[src/rtl/cpu_types_pkg.sv]
// Basic CPU-wide types shared by every datapath stage.
package cpu_types_pkg;
  typedef logic [31:0] word_t;
endpackage

[src/rtl/datapath_types_pkg.sv]
// Pipeline-level types: fetch FSM states and the IF/ID latch contents.
package datapath_types_pkg;
  import cpu_types_pkg::*;

  typedef enum logic [1:0] {
    FETCH  = 2'd0,
    DRAIN  = 2'd1,
    HALTED = 2'd2
  } fetch_state_t;

  typedef struct packed {
    logic  valid;
    word_t instr;
    word_t pc4;
  } ifid_t;
endpackage

[src/rtl/ifid_latch.sv]
// IF/ID pipeline register: load captures a new instruction, flush only clears
// valid (payload kept), otherwise the contents hold.
module ifid_latch
  import cpu_types_pkg::*;
  import datapath_types_pkg::*;
(
  input  logic        clk,
  input  logic        rst_n,
  input  logic        load_i,
  input  logic        flush_i,
  input  logic [31:0] instr_i,
  input  logic [31:0] pc4_i,
  output logic        valid_o,
  output logic [31:0] instr_o,
  output logic [31:0] pc4_o
);

  ifid_t ifid_q, ifid_d;

  always_comb begin
    ifid_d = ifid_q;
    if (flush_i) begin
      ifid_d.valid = 1'b0;
    end else if (load_i) begin
      ifid_d.valid = 1'b1;
      ifid_d.instr = instr_i;
      ifid_d.pc4   = pc4_i;
    end
  end

  always_ff @(posedge clk or negedge rst_n) begin
    if (!rst_n) ifid_q <= '0;
    else        ifid_q <= ifid_d;
  end

  assign valid_o = ifid_q.valid;
  assign instr_o = ifid_q.instr;
  assign pc4_o   = ifid_q.pc4;

endmodule

[src/rtl/fetch_stage.sv]
// Instruction-fetch stage: PC register, redirect handling across multi-cycle
// instruction-memory requests, and the IF/ID latch.
//   state  | meaning
//   FETCH  | normal fetch; PC advances on ihit unless stalled
//   DRAIN  | redirect pending; waiting for the in-flight request to return
//   HALTED | terminal until reset; no memory requests
module fetch_stage
  import cpu_types_pkg::*;
  import datapath_types_pkg::*;
#(
  parameter word_t PC_INIT = 32'h0000_0000
) (
  input  logic        CLK,
  input  logic        nRST,
  input  logic        ihit,
  input  logic [31:0] imemload,
  output logic        imemREN,
  output logic [31:0] imemaddr,
  input  logic        pc_control,
  input  logic [31:0] nxt_pc,
  input  logic        stall,
  input  logic        halt,
  output logic [31:0] pc_4,
  output logic        ifid_valid,
  output logic [31:0] ifid_instr,
  output logic [31:0] ifid_pc4
);

  fetch_state_t state_q, state_d;
  word_t        pc_q, pc_d;
  word_t        tgt_q, tgt_d;
  word_t        nxt_al;
  logic         load, flush;

  assign nxt_al   = nxt_pc & 32'hFFFF_FFFC;
  assign imemaddr = pc_q;
  assign pc_4     = pc_q + 32'd4;
  assign imemREN  = (state_q != HALTED);

  always_comb begin
    state_d = state_q;
    pc_d    = pc_q;
    tgt_d   = tgt_q;
    load    = 1'b0;
    flush   = 1'b0;
    case (state_q)
      FETCH: begin
        if (halt) begin
          state_d = HALTED;
          flush   = 1'b1;
        end else if (pc_control) begin
          flush = 1'b1;
          if (ihit) begin
            pc_d = nxt_al;
          end else begin
            tgt_d   = nxt_al;
            state_d = DRAIN;
          end
        end else if (ihit) begin
          if (!stall) begin
            pc_d = pc_4;
            load = 1'b1;
          end
        end else if (!stall) begin
          flush = 1'b1;
        end
      end
      DRAIN: begin
        if (halt) begin
          state_d = HALTED;
          flush   = 1'b1;
        end else begin
          flush = !stall;
          // The returning word belongs to the abandoned path and is dropped.
          if (pc_control) begin
            tgt_d = nxt_al;
            if (ihit) begin
              pc_d    = nxt_al;
              state_d = FETCH;
            end
          end else if (ihit) begin
            pc_d    = tgt_q;
            state_d = FETCH;
          end
        end
      end
      HALTED:  flush = 1'b1;
      default: state_d = FETCH;
    endcase
  end

  always_ff @(posedge CLK or negedge nRST) begin
    if (!nRST) begin
      state_q <= FETCH;
      pc_q    <= PC_INIT;
      tgt_q   <= '0;
    end else begin
      state_q <= state_d;
      pc_q    <= pc_d;
      tgt_q   <= tgt_d;
    end
  end

  ifid_latch u_ifid (
    .clk     (CLK),
    .rst_n   (nRST),
    .load_i  (load),
    .flush_i (flush),
    .instr_i (imemload),
    .pc4_i   (pc_4),
    .valid_o (ifid_valid),
    .instr_o (ifid_instr),
    .pc4_o   (ifid_pc4)
  );

endmodule
[config.mk]
export PLATFORM = sky130hd
export DESIGN_NAME = fetch_stage
export DESIGN_NICKNAME = d
export VERILOG_FILES = /design/src/rtl/cpu_types_pkg.sv /design/src/rtl/datapath_types_pkg.sv /design/src/rtl/ifid_latch.sv /design/src/rtl/fetch_stage.sv
export SDC_FILE = /design/constraint.sdc
export NUM_CORES = 1
export LEC_CHECK = 0
export ABC_AREA = 1
export BUFFER_PORTS_ARGS = -buffer_cell sky130_fd_sc_hd__clkbuf_2
export CELL_PAD_IN_SITES_DETAIL_PLACEMENT = 1
export CELL_PAD_IN_SITES_GLOBAL_PLACEMENT = 1
export CORE_AREA = 2 2 134 136
export CTS_BUF_LIST = sky130_fd_sc_hd__clkbuf_8
export DETAILED_ROUTE_END_ITERATION = 12
export DIE_AREA = 0 0 136 138
export GPL_TIMING_DRIVEN = 0
export PLACE_DENSITY = 0.81
export SKIP_LAST_GASP = 1
export SLEW_MARGIN = 10
export SYNTH_ARGS = -nofsm -noshare
export SYNTH_HDL_FRONTEND = slang
export SYNTH_SLANG_ARGS = --single-unit
[constraint.sdc]
create_clock -name CLK -period 2 [get_ports CLK]
set_input_delay 0.2 -clock CLK [delete_from_list [all_inputs] [get_ports CLK]]
set_output_delay 0.2 -clock CLK [all_outputs]
set_load 0.01 [all_outputs]
Yosys cells after proc, flatten, opt, wreduce, memory -nomap -nowiden
Index checks and enable logic that the tools add are counted.
{"block": "totals", "ff_bits": 131, "ram_bits": 0, "latch_bits": 0, "rom_bits": 0, "wordCells": 64, "inputBits": 70, "n_memories": 0, "out_inout_bits": 130}
{"block": "op_classes", "mux": 33, "reduce_logical": 8, "div": 0, "n_mul": 0, "add_sub_neg": 1, "eq_ne": 14, "magnitude_cmp": 0, "shift": 0, "n_bitwise": 2}
{"operator": "32-bit two-way mux", "n": 13}
{"operator": "32-bit case mux with 2 select lines", "n": 2}
{"operator": "65-bit two-way mux", "n": 1}
{"operator": "32-bit by 3-bit adder with 32-bit output, second input constant", "n": 1}
{"operator": "3-bit != test, second input constant", "n": 6}
{"operator": "2-bit != test, second input constant", "n": 6}
{"operator": "6-bit AND reduction", "n": 2}
{"operator": "1-bit two-way mux", "n": 10}
{"operator": "2-bit two-way mux", "n": 5}
{"operator": "2-bit case mux with 3 select lines", "n": 1}
{"operator": "4-bit AND reduction", "n": 1}
{"operator": "2-bit nonzero test", "n": 2}
{"operator": "1-bit case mux with 3 select lines", "n": 1}
{"operator": "2-bit by 1-bit equality test with 1-bit output, second input constant", "n": 1}
{"operator": "2-bit equality test, second input constant", "n": 1}
{"operator": "2-bit logical NOT", "n": 1}
{"operator": "1-bit NOT", "n": 2}
{"operator": "2-bit AND reduction", "n": 1}
{"operator": "1-bit logical NOT", "n": 1}

Longest topological paths before layout
Gate-level depths: netlist of run 1.
{"block": "depth", "ltp_word": 7, "mapped_depth": 11}

Modules after synthesis
From an unflattened synthesis of run 1, not the netlist that was laid out.
{"block": "unflattened", "hier_cells": 894, "hier_area_um2": 6801.5}
{"module": "fetch_stage", "area_per_inst_um2": 4192.8, "seq_area_each_um2": 1601.5, "instances": 1, "cells_per_inst": 612}
{"module": "ifid_latch", "area_per_inst_um2": 2608.8, "seq_area_each_um2": 1626.6, "instances": 1, "cells_per_inst": 282}

Least setup slack after synthesis of run 1
OpenSTA, ideal clock, no wires.
{"block": "synth_path", "kind": "register to register", "from": "register pc_q[2], in the netlist imemaddr[2]", "to": "register pc_q[18], in the netlist imemaddr[18]", "slack_ps": 335, "required_ps": 1883, "arrival_time_ps": 1548, "setup_time_ps": 117, "path_stages_with_launch": 11, "cell_sequence": "dfrtp_1 -> ha_1 -> nand2_1 -> nor2_4 -> nand2_4 -> o21ai_0 -> nand2_1 -> nand2_1 -> nand2_1 -> nand2_1 -> nand2_1"}
{"block": "synth_via", "elab_chain_len": 6}
{"element": "start, declared", "line_no": "fetch_stage.sv:30", "rtl": "word_t pc_q, pc_d;"}
{"element": "start signal, assigned", "line_no": "fetch_stage.sv:99", "rtl": "pc_q <= pc_d;"}
{"element": "32-bit by 3-bit adder with 32-bit output", "line_no": "fetch_stage.sv:37", "rtl": "assign pc_4 = pc_q + 32'd4;"}
{"element": "named net pc_4[18]", "line_no": "fetch_stage.sv:23", "rtl": "output logic [31:0] pc_4,"}
{"element": "32-bit two-way mux", "line_no": "fetch_stage.sv:60", "rtl": "if (!stall) begin"}
{"element": "32-bit two-way mux", "line_no": "fetch_stage.sv:59", "rtl": "end else if (ihit) begin"}
{"element": "32-bit two-way mux", "line_no": "fetch_stage.sv:51", "rtl": "end else if (pc_control) begin"}
{"element": "32-bit two-way mux", "line_no": "fetch_stage.sv:48", "rtl": "if (halt) begin"}
{"element": "32-bit case mux with 2 select lines", "line_no": "fetch_stage.sv:46", "rtl": "case (state_q)"}
The timed path passes the listed nets, and every way through them passes these cells. The select of a mux whose other input is x is not followed.
A chain may end at the register's enable or synchronous reset.

Final worst setup path of run 1
{"block": "layout_path", "from": "register pc_q[3], in the netlist imemaddr[3]", "to": "output port pc_4[28]"}
{"block": "layout_via", "elab_chain_len": 1}
{"element": "32-bit by 3-bit adder with 32-bit output", "line_no": "fetch_stage.sv:37"}
{"element": "end, declared", "line_no": "fetch_stage.sv:23"}
Every way passes these cells.

==> results of run 1 <==
==> worst max-delay path by stage <==
stage | from | endpoint | slack (ns)
floorplan | imemaddr[2] | imemaddr[18] | 0.34
global placement | nRST | tgt_q[29] | -1.49
detailed placement | imemaddr[2] | pc_4[16] | -0.14
CTS | imemaddr[3] | pc_4[26] | -0.22
global route | imemaddr[5] | pc_4[17] | -0.35
finish | imemaddr[3] | pc_4[28] | -0.28
==> final cells by class <==
cell class                 instances  area [um2]
clock inverter                    10         121
fill                            2134        7890
inverter                          59         224
tap                              229         287
clock buffer                      20         275
multi-input combinational        591        3210
buffer                            32         174
timing repair buffer             309        2100
sequential                       129        3250
==> worst max-delay path, delay by kind of cell (launching register included) <==
family	cells	cell delay, ns
buffers and inverters	2	0.30
adders and majority gates	1	0.18
DFF	1	0.41
and+or+nand+nor	5	0.74
==> layer usage <==
| metal | vias to the layer above | global-route usage [%] | wire, um |
|---|---|---|---|
| met3 | 73 | 5.39 | 1720 |
| met4 | 0 | 9.32 | 1130 |
| met5 | - | 0 | 0 |
| met2 | 306 | 47.7 | 14000 |
| met1 | 3500 | 32.5 | 10900 |
| li1 | 3236 | - | - |
==> kinds of logic after synthesis <==
family | Yosys count | synth area share [%]
compound gates | 96 | 8.91
xor+xnor | 9 | 1.34
fa+ha+maj | 1 | 0.194
buf+inv | 91 | 6.06
flops | 129 | 50.0
mux | 25 | 4.36
simple gates | 460 | 29.2
==> stage by stage <==
stage	TNS [ns]	area (um2)	setup slack [ns]
2_1_floorplan	0	6460	0.335
3_3_place_gp	-190.56	7730	-1.49
3_5_place_dp	-0.364	7770	-0.141
4_1_cts	-3.88	9200	-0.221
5_1_grt	-6.75	9650	-0.345
6_report	-5.06	9650	-0.283
==> synth_stat cells, drive strengths merged <==
library cell | number | area [um2]
o21ai | 25 | 125
clkbuf | 9 | 33.8
a22oi | 11 | 82.6
o2111ai | 2 | 17.5
mux2 | 25 | 282
a31oi | 13 | 81.3
buf | 23 | 136
o221ai | 1 | 8.76
inv | 59 | 221
o22ai | 1 | 6.26
nand4 | 3 | 18.8
a21oi | 29 | 149
xnor2 | 5 | 51.3
xor2 | 4 | 35.0
ha | 1 | 12.5
nand2 | 344 | 1320
nand3b | 1 | 7.51
nand3 | 29 | 150
and2 | 6 | 37.5
dfrtp | 129 | 3230
o21bai | 1 | 7.51
o211ai | 13 | 97.6
nor2 | 77 | 349
==> power groups by stage <==
stage,Combinational (mW),Clock [mW],Sequential [mW]
6_report,1.59,2.35,3.06
5_1_grt,1.70,2.50,3.09
4_1_cts,1.40,2.36,3.04
3_5_place_dp,1.11,0,3.08
3_3_place_gp,1.07,0,3.07
2_1_floorplan,0.522,0,3.08
==> flip-flops by register name, indices dropped and copies added (netlist names) <==
name            cells
u_ifid.instr_o     32
state_q             2
u_ifid.pc4_o       32
imemaddr           32
u_ifid.valid_o      1
tgt_q              30
==> cells in the final DEF (no fill, tap or decap), types with 2 or more instances in the layout <==
cell type / instances
a21oi_1: 28
a22oi_1: 11
a31oi_1: 12
and2_4: 5
buf_2: 18
buf_4: 53
buf_6: 16
bufinv_16: 3
clkbuf_1: 8
clkbuf_2: 184
clkbuf_8: 23
dfrtp_1: 111
dfrtp_2: 18
dlygate4sd3_1: 56
inv_1: 58
inv_2: 5
mux2_2: 25
nand2_1: 305
nand2_2: 29
nand2_4: 10
nand3_1: 19
nand3_2: 7
nand3_4: 3
nand4_1: 3
nor2_1: 51
nor2_2: 12
nor2_4: 14
o2111ai_1: 2
o211ai_1: 13
o21ai_0: 22
o21ai_1: 2
xnor2_2: 2
xnor2_4: 2
xor2_1: 2
xor2_2: 2
==> what timing repair did <==
item	in CTS	in global routing
gates cloned	0	0
endpoints found under the setup margin	30	35
buffers inserted	34	26
hold buffers	56	0
gates resized for setup	72	74
hold endpoints to repair	95	0
pin swaps	26	26
==> results.cfg, run 1 <==
[hold_path]
hold_path_class = input pin to flop
min_path_cells = 2
hold_start = nxt_pc[31]
hold_end = tgt_q[31]

[clocking]
path_clk_slew_ns = 0.07
root_buffer = clkbuf_8
h-tree-depth = 4
insertion_delay_ns = 0.46
clock_sinks = 129
numCtsBuffers = 17
cts_max_path_buffers = 2
cts_tree = built

[place]
gp_congestion = 0.855
dp_hpwl_um = 17200
io_buffer_count = 196
dp_cells = 1237

[synth]
syn_nets = 882
syn_area_per_cell_um2 = 7.97
yosys_warnings = 0
ys_ff_latch = 129
ys_types = 33
syn_area_um2 = 6460
synth-seq-area-share_pct = 50.0
netlist_instances = 811

[pwr]
ir_drop_mv = 0.403
cellPowerDensity_nw_per_um2 = 726
leakage_nw = 5.13
pwr-share-seq_pct = 43.7
p_sw_share_pct = 30.9
power_frac_clock_pct = 33.6
power_mw = 7.00
p_comb_share_pct = 22.7
switchingPower_mw = 2.16
p_int_mw = 4.84

[routing]
drc = 0
drt_first_pass_iters = 5
routed_wl_um = 27800
ant_nets = 0
drt_iter0_drc = 384
vias_per_cell = 5.16
routedWlPerCell_um = 20.2
vias = 7115

[timing]
min_period_ns = 2.28
rsz0062_at_grt = yes
layout_setup_ws_ns = -0.283
slew_viol_final = 0
setup_viol = 25
fin_crit_sh_pct = 114
holdWs_ns = 0.0148
finalClockSkew_ns = 0.0110
slew_headroom_pct = 59.0
tightest_slew_ns = 0.614
hold_viol = 0
max_freq_mhz = 438

[layout]
instances_no_fill = 1379
n_antenna_cell = 0
syn2layout_area_growth_pct = 49.3
fin_util_pct = 55.0
fin_nets = 1210
drive_above_1_share_pct = 38.3

[job]
drv_cap = 0

[setup_path]
path_cells = ha_4 -> nand2_4 -> nor2_4 -> nand3_2 -> inv_1 -> nand3_1 -> nand2_1 -> clkbuf_2
crit_path_max_fanout = 4
end_kind = output port
worstPathRequired_ns = 1.80
reg2reg_to = u_ifid.pc4_o[30]
cpMaxStageDelayCell = dfrtp_1
start_kind = flop
cp.arrival_ns = 2.08
r2r_start = imemaddr[17]
crit_type = flop to output port
critPathMaxStageDelay_ns = 0.41
reg2reg_slack_ns = 0.08
reg2regPathDepth = 11

[die]
placementRows = 49
die_w_um = 136
die_y_um = 138
initial_core_util_pct = 36.9
coreArea_um2 = 17500
io-pin-count = 200
dieArea_um2 = 18800

[grt]
grt_pass1_vias = 7272
grt_max_degree = 90
grt_pass1_wl_um = 39000
antenna_found_initial = 0
overflow = 0
track_usage_pct = 27.0

[outcome]
status = finished, violations left
failed_checks = setup timing
(Power assumes the default switching activity.)
==> run 2, diff against run 1 <==
--- a/config.mk
+++ b/config.mk
@@ -5,16 +5,15 @@
 export SDC_FILE = /design/constraint.sdc
 export NUM_CORES = 1
 export LEC_CHECK = 0
-export ABC_AREA = 1
 export BUFFER_PORTS_ARGS = -buffer_cell sky130_fd_sc_hd__clkbuf_2
 export CELL_PAD_IN_SITES_DETAIL_PLACEMENT = 1
 export CELL_PAD_IN_SITES_GLOBAL_PLACEMENT = 1
-export CORE_AREA = 2 2 134 136
+export CORE_AREA = 2 2 126 128
 export CTS_BUF_LIST = sky130_fd_sc_hd__clkbuf_8
 export DETAILED_ROUTE_END_ITERATION = 12
-export DIE_AREA = 0 0 136 138
+export DIE_AREA = 0 0 128 130
 export GPL_TIMING_DRIVEN = 0
-export PLACE_DENSITY = 0.81
+export PLACE_DENSITY = 0.82
 export SKIP_LAST_GASP = 1
 export SLEW_MARGIN = 10
 export SYNTH_ARGS = -nofsm -noshare
==> results.cfg, run 2 <==
[clocking]
path_clk_slew_ns = 0.09
h-tree-depth = 4
cts_tree = built
insertion_delay_ns = 0.48
clock_sinks = 129
cts_max_path_buffers = 2
numCtsBuffers = 17
root_buffer = clkbuf_8

[hold_path]
hold_path_class = input pin to flop
min_path_cells = 2

[synth]
synth-seq-area-share_pct = 52.1
synth_area_leader_cell = dfrtp_1
syn_area_per_cell_um2 = 11.8
synthArstFlopShare_pct = 100
synth_flop_cell = dfrtp_1
synth.most_common_cell = dfrtp_1
syn_area_um2 = 6190
synth_edf_count = 0
synth_top_area_share_pct = 52.1
yosys_warnings = 0
ys_top_cells_by_count = dfrtp_1 (129), mux2_2 (95), nand2_1 (31)
ys_ff_latch = 129
ys_types = 47
synth_area_leaders = dfrtp_1 (52%), mux2_2 (17%), xnor2_1 (3.0%)
netlist_instances = 526
syn_nets = 597

[routing]
drc = 0
routedWlPerCell_um = 26.3
ant_nets = 0
drt_iter0_drc = 686
vias_per_cell = 6.05
drt_first_pass_iters = 7
vias = 6524
routed_wl_um = 28400

[timing]
min_period_ns = 2.61
rsz0062_at_grt = yes
slew_headroom_pct = 48.8
max_freq_mhz = 383
layout_setup_ws_ns = -0.612
setup_viol = 71
tightest_slew_ns = 0.768
finalSetupTns_ns = -12.59
finalClockSkew_ns = 0.0183
slew_viol_final = 0
hold_viol = 0
fin_crit_sh_pct = 131

[grt]
antenna_found_initial = 0
overflow = 0
track_usage_pct = 28.9
grt_pass1_vias = 6648
top_usage_layer = met2
met2_usage_pct = 50.5
globalRouteMet3Util_pct = 6.93
met1_usage_pct = 33.7
grt_max_degree = 70
grt_pass1_wl_um = 36900

[place]
io_buffer_count = 196
dp_hpwl_um = 14000
gp_congestion = 0.816

[setup_path]
crit_type = flop to output port
start_kind = flop
reg2regPathDepth = 7
crit_path_max_fanout = 6
worstPathRequired_ns = 1.80
cp.arrival_ns = 2.41
end_kind = output port

[die]
dieArea_um2 = 16600
placementRows = 46
coreArea_um2 = 15400
die_y_um = 130
die_w_um = 128
initial_core_util_pct = 40.2
io-pin-count = 200

[layout]
syn2layout_area_growth_pct = 58.8
mostFrequentLayoutCells = clkbuf_2 (185), dfrtp_1 (109), mux2_2 (93), buf_4 (61), dlygate4sd3_1 (60)
fin_nets = 942
drive_above_1_share_pct = 57.9
final_common_cell = clkbuf_2

[pwr]
power_mw = 13.4
leakage_nw = 4.45
ir_drop_mv = 0.635
cellPowerDensity_nw_per_um2 = 1360

[outcome]
failed_checks = setup timing
status = finished, violations left

[job]
drv_cap = 0
## run 2: power breakdown
group / internal, mW / total (mW) / leakage [nW] / switching, mW
clock: 1.70 / 2.84 / 0.253 / 1.15
combinational: 2.87 / 5.95 / 2.73 / 3.08
sequential: 3.67 / 4.57 / 1.47 / 0.904
total: 8.24 / 13.4 / 4.45 / 5.13
## run 2: cell families after synthesis
logic type      after synthesis  share of synthesized area [%]
simple gates                129                           11.5
flops                       129                           52.1
compound gates              100                           12.2
mux                          95                           17.3
buf+inv                      49                           3.43
xor+xnor                     23                           3.25
fa+ha+maj                     1                          0.202
## run 2: area by class of cell
cell class | instances | area [um2]
fill | 1582 | 5590
clock inverter | 12 | 213
timing repair buffer | 330 | 2290
buffer | 37 | 241
antenna | 2 | 5.00
clock buffer | 20 | 275
inverter | 8 | 30.0
sequential | 129 | 3250
tap | 192 | 240
multi-input combinational | 348 | 3280
## run 2: worst paths after layout
path	from	end	slack, ns
max in group asynchronous	nRST	imemaddr[17]	0.98
min in group asynchronous	nRST	u_ifid.instr_o[19]	0.27
worst max register to register	imemaddr[8]	u_ifid.pc4_o[28]	-0.25
worst min-delay path	nxt_pc[4]	tgt_q[4]	0.006
worst max-delay path	imemaddr[8]	pc_4[28]	-0.61
worst min register to register	u_ifid.valid_o	u_ifid.valid_o	0.50
## run 2: timing repair
item,CTS,global route
pin swaps,24,23
setup buffers,36,44
hold buffers,60,0
endpoints found under the setup margin,122,134
endpoints found under the hold margin,119,0
resized for setup,74,120
## run 2: metrics by stage
| stage | worst slack [ns] | std cells | utilization [%] | instance area [um2] | hold WS, ns |
|---|---|---|---|---|---|
| after floorplan | -0.0447 | 526 | - | 6230 | -0.0956 |
| after global placement | -1.56 | 914 | 48.3 | 7450 | 0.432 |
| after detailed placement | -0.555 | 915 | 48.6 | 7490 | 0.225 |
| after CTS | -0.442 | 1040 | 59.3 | 9150 | 0.00258 |
| after global routing | -0.661 | 1076 | 63.7 | 9830 | -0.00187 |
| final | -0.612 | 1078 | 63.8 | 9840 | 0.00617 |
## run 2: worst max-delay path, cell delays in order (launching register included)
cell     delay (ns)
dfrtp_2        0.49
nand4_4        0.21
nor4_4         0.32
buf_6          0.18
nand4_1        0.26
xnor2_2        0.28
buf_2          0.17
## run 2: routing by layer
| layer | share of wire [%] | vias up |
|---|---|---|
| li1 | - | 2663 |
| met1 | 36 | 3256 |
| met2 | 51 | 467 |
| met3 | 7.8 | 138 |
| met4 | 5.2 | 0 |
| met5 | 0 | - |
==> run 3, diff against run 2 <==
--- a/config.mk
+++ b/config.mk
@@ -14,6 +14,7 @@
 export DIE_AREA = 0 0 128 130
 export GPL_TIMING_DRIVEN = 0
 export PLACE_DENSITY = 0.82
+export SETUP_SLACK_MARGIN = 0.5
 export SKIP_LAST_GASP = 1
 export SLEW_MARGIN = 10
 export SYNTH_ARGS = -nofsm -noshare
==> results.cfg, run 3 (synthesis results as in run 2) <==
[setup_path]
crit_start = imemaddr[3]
end_kind = output port
cp.arrival_ns = 2.57
crit_type = flop to output port
start_kind = flop
r2r_start = imemaddr[3]
worstPathRequired_ns = 1.80
crit_path_max_fanout = 7

[clocking]
cts_tree = built
insertion_delay_ns = 0.48
h-tree-depth = 4
numCtsBuffers = 17
root_buffer = clkbuf_8
cts_max_path_buffers = 2
clock_sinks = 129
path_clk_slew_ns = 0.10

[grt]
antenna_found_initial = 0
grt_pass1_vias = 7227
track_usage_pct = 36.0
grt_max_degree = 82
grt_pass1_wl_um = 44600
overflow = 0

[routing]
routed_wl_um = 38100
vias_per_cell = 6.59
routedWlPerCell_um = 34.1
drt_iter0_drc = 721
vias = 7356
ant_nets = 0
drc = 0
drt_first_pass_iters = 5

[place]
gp_congestion = 0.856
io_buffer_count = 196
dp_slack_ns = -0.570
dp_hpwl_um = 14800
dp_cells = 915

[layout]
final_common_cell = clkbuf_2
mostFrequentLayoutCells = clkbuf_2 (182), dfrtp_1 (109), mux2_2 (84), buf_4 (80), buf_6 (60)
drive_above_1_share_pct = 69.9
fillerInstances = 1501
regArea_um2 = 3250
fin_nets = 983
instances_no_fill = 1117
multi_input_area_um2 = 3820
syn2layout_area_growth_pct = 79.1
n_antenna_cell = 0

[timing]
holdWs_ns = -0.0278
slew_headroom_pct = 41.8
finalClockSkew_ns = 0.0201
hold_viol = 4
tightest_slew_ns = 0.873
slew_viol_final = 0
fin_crit_sh_pct = 138
layout_setup_ws_ns = -0.766
max_freq_mhz = 362
finalSetupTns_ns = -20.40
setup_viol = 78
min_period_ns = 2.77
rsz0062_at_grt = yes

[die]
dieArea_um2 = 16600
placementRows = 46
die_w_um = 128
io-pin-count = 200
initial_core_util_pct = 40.2
die_y_um = 130
coreArea_um2 = 15400

[hold_path]
hold_path_class = input pin to flop
hold_start = imemload[23]

[pwr]
cellPowerDensity_nw_per_um2 = 1340
ir_drop_mv = 0.823
leakage_nw = 5.00
power_mw = 14.9

[outcome]
status = finished, violations left
failed_checks = hold timing, setup timing

[job]
drv_cap = 0
run 3: path summary, 6_finish.rpt:
path                                       to  slack (ns)  cells after the start
max in group asynchronous        imemaddr[23]        0.96                      3
min                        u_ifid.instr_o[23]       -0.03                      2
max reg2reg                      imemaddr[21]       -0.50                     10
min reg2reg                  u_ifid.pc4_o[28]        0.53                      1
min in group asynchronous     u_ifid.pc4_o[4]        0.22                      2
max                                  pc_4[28]       -0.77                      7
run 3: routing by layer:
layer	up-vias	share of wire, %	global-route usage, %
li1	2765	-	-
met3	232	9.2	7.71
met2	678	49	62.3
met1	3681	35	42.0
met5	-	0	0
met4	0	7.5	19.3
run 3: through the flow:
| stage | util (%) | area [um2] |
|---|---|---|
| 2_1_floorplan | - | 6490 |
| 3_3_place_gp | 50.0 | 7720 |
| 3_5_place_dp | 50.3 | 7750 |
| 4_1_cts | 64.8 | 9990 |
| 5_1_grt | 71.9 | 11100 |
| 6_report | 71.9 | 11100 |
run 3: power breakdown:
part	switching (mW)	internal (mW)
Clock	1.29	1.30
Combinational	3.98	3.61
Sequential	1.07	3.67
run 3: cell type report:
cell class / count / area share (%)
inverters: 8 / 0.361
repair buffers: 367 / 25.6
plain buffers: 41 / 4.30
clock buffers: 19 / 2.36
flip-flops and latches: 129 / 29.3
multi-input cells: 348 / 34.4
clock inverters: 13 / 1.47
well taps: 192 / 2.17
run 3: critical path, cell delays in order (launching register included):
cell and delay, ns:
dfrtp_2 0.43, ha_4 0.18, nand3_4 0.13, nor4_4 0.37, buf_6 0.22, nand4_1 0.22, xnor2_1 0.31, buf_2 0.21
run 3: timing repair:
item                                    CTS  global route
buffers inserted                         67            49
endpoints found under the hold margin    83             3
gates resized for setup                 174           159
hold buffers                             36             3
pin swaps                                44            54
gates cloned                             11             4
endpoints found under the setup margin  156           160
